File: src/rtl/lsu_byte_sequencer_if.sv
// Request/response bus between the memory stage and the byte sequencer.
// The memory stage is the master; the sequencer is the slave.
interface lsu_byte_sequencer_if;
  logic        req_valid;
  logic        req_ready;
  logic        req_we;
  logic [1:0]  req_len;
  logic        req_unsigned;
  logic [31:0] req_addr;
  logic [31:0] req_wdata;
  logic        resp_valid;
  logic [31:0] resp_rdata;
  logic        resp_fault;

  modport master (
    output req_valid,
    output req_we,
    output req_len,
    output req_unsigned,
    output req_addr,
    output req_wdata,
    input  req_ready,
    input  resp_valid,
    input  resp_rdata,
    input  resp_fault
  );

  modport slave (
    input  req_valid,
    input  req_we,
    input  req_len,
    input  req_unsigned,
    input  req_addr,
    input  req_wdata,
    output req_ready,
    output resp_valid,
    output resp_rdata,
    output resp_fault
  );
endinterface

File: src/rtl/lsu_byte_sequencer.sv
// Splits byte/half/word loads and stores into single-byte RAM accesses,
// little-endian, one per cycle, with alignment and RAM range faults.
module lsu_byte_sequencer #(
  parameter int ram_width = 12
) (
  input  logic                        clk,
  input  logic                        rst,
  lsu_byte_sequencer_if.slave         bus,
  output logic                        ram_rw,
  output logic [1:0]                  ram_len,
  output logic [31:0]                 ram_addr,
  output logic [31:0]                 ram_write,
  input  logic [31:0]                 ram_read,
  input  logic                        ram_exception
);

  typedef enum logic [1:0] {
    S_IDLE,
    S_ACCESS,
    S_RESP
  } state_t;

  state_t      state;
  state_t      state_n;
  logic [31:0] base;
  logic [31:0] wdata;
  logic [31:0] data;
  logic        we;
  logic        uns;
  logic        fault;
  logic [1:0]  len;
  logic [1:0]  k;
  logic [1:0]  last;
  logic        bad;
  logic [1:0]  last_in;
  logic        last_hit;
  logic        unused_bits;

  assign unused_bits = ^ram_read[31:8];

  always_comb begin
    bad     = 1'b0;
    last_in = 2'd0;
    unique case (1'b1)
      bus.req_len == 2'b00: last_in = 2'd0;
      bus.req_len == 2'b01: begin
        last_in = 2'd1;
        bad     = bus.req_addr[0];
      end
      bus.req_len == 2'b10: begin
        last_in = 2'd3;
        bad     = |bus.req_addr[1:0];
      end
      bus.req_len == 2'b11: bad = 1'b1;
      default: bad = 1'b1;
    endcase
  end

  assign last_hit = (k == last);

  always_ff @(posedge clk) begin
    if (rst) state <= S_IDLE;
    else     state <= state_n;
  end

  always_comb begin
    state_n = state;
    unique case (state)
      S_IDLE: begin
        if (bus.req_valid)
          state_n = bad ? S_RESP : S_ACCESS;
      end
      S_ACCESS: begin
        if (ram_exception || last_hit)
          state_n = S_RESP;
      end
      S_RESP:  state_n = S_IDLE;
      default: state_n = S_IDLE;
    endcase
  end

  always_ff @(posedge clk) begin
    if (rst) begin
      base  <= '0;
      wdata <= '0;
      data  <= '0;
      we    <= 1'b0;
      uns   <= 1'b0;
      fault <= 1'b0;
      len   <= '0;
      k     <= '0;
      last  <= '0;
    end else begin
      unique case (state)
        S_IDLE: begin
          if (bus.req_valid) begin
            base  <= bus.req_addr;
            wdata <= bus.req_wdata;
            we    <= bus.req_we;
            uns   <= bus.req_unsigned;
            len   <= bus.req_len;
            last  <= last_in;
            fault <= bad;
            k     <= '0;
            data  <= '0;
          end
        end
        S_ACCESS: begin
          if (!we)
            data[{k, 3'b000} +: 8] <= ram_read[7:0];
          if (ram_exception)
            fault <= 1'b1;
          else if (!last_hit)
            k <= k + 2'd1;
        end
        default: ;
      endcase
    end
  end

  // RAM strobes are gated by state so no stale address is ever written.
  always_comb begin
    ram_len   = 2'b00;
    ram_rw    = 1'b0;
    ram_addr  = '0;
    ram_write = '0;
    if (state == S_ACCESS) begin
      ram_rw    = we;
      ram_addr  = base + {30'd0, k};
      ram_write = {24'd0, wdata[{k, 3'b000} +: 8]};
    end
  end

  always_comb begin
    bus.req_ready  = (state == S_IDLE);
    bus.resp_valid = (state == S_RESP);
    bus.resp_fault = (state == S_RESP) && fault;
    bus.resp_rdata = '0;
    if (state == S_RESP && !we && !fault) begin
      unique case (len)
        2'b00:
          bus.resp_rdata = {{24{~uns & data[7]}}, data[7:0]};
        2'b01:
          bus.resp_rdata = {{16{~uns & data[15]}}, data[15:0]};
        default:
          bus.resp_rdata = data;
      endcase
    end
  end

  always_ff @(posedge clk) begin
    if (!rst && state == S_ACCESS && !ram_exception)
      assert ((ram_addr >> (ram_width + 1)) == 32'd0);
  end

endmodule

File: src/flat_wrapper.sv
// flat-port wrapper written by rule: the top's interface ports become plain ports
module lsu_byte_sequencer_flat 
#(
  parameter int ram_width = 12
)
  (clk, rst, ram_rw, ram_len, ram_addr, ram_write, ram_read, ram_exception, bus_req_valid, bus_req_we, bus_req_len, bus_req_unsigned, bus_req_addr, bus_req_wdata, bus_req_ready, bus_resp_valid, bus_resp_rdata, bus_resp_fault);
  lsu_byte_sequencer_if bus_i ();
  input  logic clk;
  input  logic rst;
  output logic ram_rw;
  output logic [1:0] ram_len;
  output logic [31:0] ram_addr;
  output logic [31:0] ram_write;
  input  logic [31:0] ram_read;
  input  logic ram_exception;
  input wire logic [$bits(bus_i.req_valid)-1:0] bus_req_valid;
  input wire logic [$bits(bus_i.req_we)-1:0] bus_req_we;
  input wire logic [$bits(bus_i.req_len)-1:0] bus_req_len;
  input wire logic [$bits(bus_i.req_unsigned)-1:0] bus_req_unsigned;
  input wire logic [$bits(bus_i.req_addr)-1:0] bus_req_addr;
  input wire logic [$bits(bus_i.req_wdata)-1:0] bus_req_wdata;
  output wire logic [$bits(bus_i.req_ready)-1:0] bus_req_ready;
  output wire logic [$bits(bus_i.resp_valid)-1:0] bus_resp_valid;
  output wire logic [$bits(bus_i.resp_rdata)-1:0] bus_resp_rdata;
  output wire logic [$bits(bus_i.resp_fault)-1:0] bus_resp_fault;
  assign bus_i.req_valid = bus_req_valid;
  assign bus_i.req_we = bus_req_we;
  assign bus_i.req_len = bus_req_len;
  assign bus_i.req_unsigned = bus_req_unsigned;
  assign bus_i.req_addr = bus_req_addr;
  assign bus_i.req_wdata = bus_req_wdata;
  assign bus_req_ready = bus_i.req_ready;
  assign bus_resp_valid = bus_i.resp_valid;
  assign bus_resp_rdata = bus_i.resp_rdata;
  assign bus_resp_fault = bus_i.resp_fault;
  lsu_byte_sequencer #(.ram_width(ram_width)) u_core (.clk(clk), .rst(rst), .bus(bus_i), .ram_rw(ram_rw), .ram_len(ram_len), .ram_addr(ram_addr), .ram_write(ram_write), .ram_read(ram_read), .ram_exception(ram_exception));
endmodule
File: config.mk
export PLATFORM = sky130hd
export DESIGN_NAME = lsu_byte_sequencer_flat
export DESIGN_NICKNAME = d
export VERILOG_FILES = /design/src/rtl/lsu_byte_sequencer_if.sv /design/src/rtl/lsu_byte_sequencer.sv /design/src/flat_wrapper.sv
export SDC_FILE = /design/constraint.sdc
export NUM_CORES = 1
export LEC_CHECK = 0
export CAP_MARGIN = 15
export CORE_ASPECT_RATIO = 1.1
export CORE_UTILIZATION = 49
export CTS_CLUSTER_DIAMETER = 80
export DETAILED_ROUTE_END_ITERATION = 12
export PLACE_DENSITY = 0.83
export SLEW_MARGIN = 25
export SYNTH_ARGS = -nofsm -noshare
export SYNTH_HDL_FRONTEND = slang
export SYNTH_SLANG_ARGS = --single-unit
File: constraint.sdc
create_clock -name clk -period 10 [get_ports clk]
set_input_delay 3 -clock clk [delete_from_list [all_inputs] [get_ports clk]]
set_output_delay 3 -clock clk [all_outputs]
set_load 0.01 [all_outputs]
==> results.py <==
metrics = {
    "critical_path": {
        "crit-reg2reg-launch": "u_core.k[0]",
        "reg2regPathDepth": 6,
        "path_class": "reg2out",
        "crit_fanout": 16,
        "worstSetupEndpointType": "output port",
        "r2r_slack_ns": 6.94,
        "r2r_end": "u_core.data[26]",
        "cp.arrival_ns": 4.02,
        "worstPathRequired_ns": 7.00,
        "startpoint_type": "flip-flop",
    },
    "synthesis": {
        "avgSynthCellArea_um2": 7.556,
        "syn-cell-area_um2": 5629,
        "synth_cell_types": 48,
        "yosysWarnings": 0,
        "syn_inst": 745,
        "yosysSeqAreaShare": 0.3805,
        "synth_flop_cell": "dfxtp_1",
        "ys_seq_elements": 107,
        "async_reset_ff_frac": 0,
        "synth-edff-count": 0,
    },
    "routing": {
        "viasPerCell": 5.460,
        "drt_first_pass_iters": 5,
        "vias": 5542,
        "wl_per_cell_um": 14.73,
        "wl_mm": 14.95,
        "drt_iter0_drc": 311,
        "drc": 0,
        "drt.antenna.violating_nets": 0,
    },
    "timing": {
        "max-slew-margin-rel": 0.3606,
        "fmaxAchievable_ghz": 0.1425,
        "whs_ns": 0.4534,
        "min_period_ns": 7.017,
        "final_hold_viol_count": 0,
        "tightest_slew_ns": 0.9572,
        "slew_violations": 0,
        "fin_skew_ns": 0.006032,
        "period_share": 0.7017,
        "rsz0062_at_grt": "false",
        "tns_ns": 0,
        "finalSetupViolCount": 0,
    },
    "power": {
        "p_per_area_nw_per_um2": 130.7,
        "vdd_drop_max_mv": 0.08779,
        "p_leak_nw": 2.529,
    },
    "place": {
        "place.detailed.hpwl_mm": 10.44,
        "place_inst": 999,
        "gp_congestion": 0.8626,
        "placed_cell_area_um2": 7106,
        "portBuffers": 155,
    },
    "cts": {
        "cts_hold_buf": 0,
        "clock_sinks": 107,
        "cts_buffer_depth": 2,
        "cts_root_buf": "clkbuf_16",
        "clkLatencyLatePin_ns": 0.34,
        "ctsHtreeMaxLevel": 3,
        "cts_tree": "done",
        "ctsResizeCount": 0,
        "clk_pin_slew_ns": 0.07,
        "post_cts_buffers": 0,
        "numCtsBuffers": 9,
    },
    "layout": {
        "syn2layout_area_growth_pct": 31.72,
        "diodes": 0,
        "multi_input_area_um2": 3114,
        "fin_area_um2": 7415,
        "final_common_cell": "nand2_1",
        "drive_gt1_frac": 0.04724,
        "final_cell_mix": "nand2_1, clkdlybuf4s50_1, a21oi_1",
        "fill_cells": 962,
        "nNetsFinal": 977,
        "regArea_um2": 2142,
        "stdcell_count": 1015,
    },
    "min_path": {
        "hp-start": "u_core.wdata[21]",
        "holdPathEnd": "u_core.wdata[21]",
        "whs_path_depth": 2,
        "hp-class": "reg2reg",
    },
    "global_routing": {
        "grt_pass1_vias": 5141,
        "grtUsageTotal": 0.2497,
        "grt_overflow": 0,
        "antenna_found_initial": 0,
        "grt_start_max_net_pins": 108,
        "grt_pass1_wl_mm": 24.21,
    },
    "floorplan": {
        "die_y_um": 114.4,
        "pin_count": 206,
        "die_w_um": 104.2,
        "die_area_um2": 11920,
        "core_um2": 11060,
        "start_util": 0.5089,
        "num_rows": 40,
    },
    "flow_run": {
        "cap_violations": 0,
    },
    "outcome": {
        "outcome": "finished, final reports clean",
    },
}
==> cell usage after synthesis (2+ instances only) <==
cell type / number / area (µm²)
and4_1: 5 / 43.79
or3_1: 7 / 43.79
clkbuf_1: 49 / 183.9
nor3_1: 6 / 30.03
mux4_2: 8 / 180.2
nand2_1: 171 / 641.9
a211oi_1: 3 / 22.52
a21o_1: 4 / 30.03
ha_1: 9 / 112.6
and2_1: 24 / 150.1
a22oi_1: 16 / 120.1
nand3_1: 23 / 115.1
a21oi_1: 131 / 655.6
nand4_1: 8 / 50.05
nand3b_1: 4 / 30.03
nor4_1: 4 / 25.02
a2111oi_2: 2 / 30.03
nor2_1: 37 / 138.9
mux2i_1: 2 / 20.02
or4_1: 12 / 90.09
xor2_1: 3 / 26.28
nor2b_1: 2 / 12.51
dfxtp_1: 107 / 2142
o21ai_0: 14 / 70.07
inv_1: 24 / 90.09
o31ai_1: 11 / 82.58
buf_4: 26 / 195.2
nand2b_1: 4 / 25.02
xnor2_1: 10 / 87.58
==> area by class of cell <==
class / count / area share
Multi-Input combinational cell: 562 / 0.4200
Timing Repair Buffer: 159 / 0.2135
Sequential cell: 107 / 0.2889
Clock inverter: 7 / 0.01029
Inverter: 24 / 0.01215
Tap cell: 147 / 0.02481
Clock buffer: 9 / 0.03037
==> worst max-delay path: stages (launching register included) <==
cell,delay (ns)
dfxtp_1,0.95
ha_1,0.32
fa_1,0.25
nand4_1,0.23
or3_1,0.63
or4_1,0.53
a21oi_1,0.19
clkdlybuf4s50_1,0.56
==> how the worst max path moves through the flow <==
| stage | start | depth (start not counted) | to | slack [ns] |
|---|---|---|---|---|
| 6_report | u_core.k[0] | 7 | ram_addr[28] | 2.98 |
| 5_1_grt | u_core.k[0] | 7 | ram_addr[30] | 2.70 |
| 4_1_cts | u_core.k[0] | 7 | ram_addr[30] | 2.98 |
| 3_5_place_dp | u_core.k[0] | 7 | ram_addr[28] | 3.37 |
| 3_3_place_gp | u_core.k[0] | 7 | ram_addr[30] | 3.41 |
| 2_1_floorplan | u_core.k[0] | 7 | ram_addr[30] | 4.63 |
==> state kept, by name (all words and copies together) (netlist names) <==
| signal | cells |
|---|---|
| u_core.fault | 1 |
| u_core.wdata | 32 |
| u_core.uns | 1 |
| u_core.we | 1 |
| u_core.k | 2 |
| u_core.last | 2 |
| u_core.data | 32 |
| u_core.len | 2 |
| u_core.base | 32 |
| u_core.state | 2 |
==> power breakdown <==
| group | total (mW) | switching (mW) | internal [mW] |
|---|---|---|---|
| combinational | 0.138 | 0.0743 | 0.0640 |
| clock | 0.360 | 0.164 | 0.196 |
| sequential | 0.472 | 0.0241 | 0.447 |
| total | 0.969 | 0.262 | 0.707 |
==> routing by layer <==
layer	vias to the layer above	GRT usage	routed length, µm
li1	2734	-	-
met1	2556	0.3181	6259
met2	220	0.4191	7313
met3	32	0.04098	939
met4	0	0.1105	441
met5	-	0	0
==> logic make-up (layout without fill, tap and decap cells) <==
kind of cell | after synthesis | after routing | share of synthesized area
other | 1 | 26 | 0.0006662
adders and majority gates | 10 | 10 | 0.02356
buffers and inverters | 101 | 199 | 0.08491
DFF | 107 | 107 | 0.3805
xor gates and xnor gates | 13 | 13 | 0.02023
AOI/OAI and AO/OA | 187 | 187 | 0.1880
muxes | 11 | 11 | 0.03756
and+or+nand+nor | 315 | 315 | 0.2645
==> per-stage QoR <==
step / total power [mW] / setup slack [ns] / util
6_report: 0.9694 / 2.983 / 0.6704
2_1_floorplan: 0.5612 / 4.634 / -
3_3_place_gp: 0.6127 / 3.412 / 0.6422
5_1_grt: 1.006 / 2.696 / 0.6704
3_5_place_dp: 0.6179 / 3.372 / 0.6424
4_1_cts: 0.9709 / 2.978 / 0.6697
No activity file was read; power rests on OpenSTA's default activity.
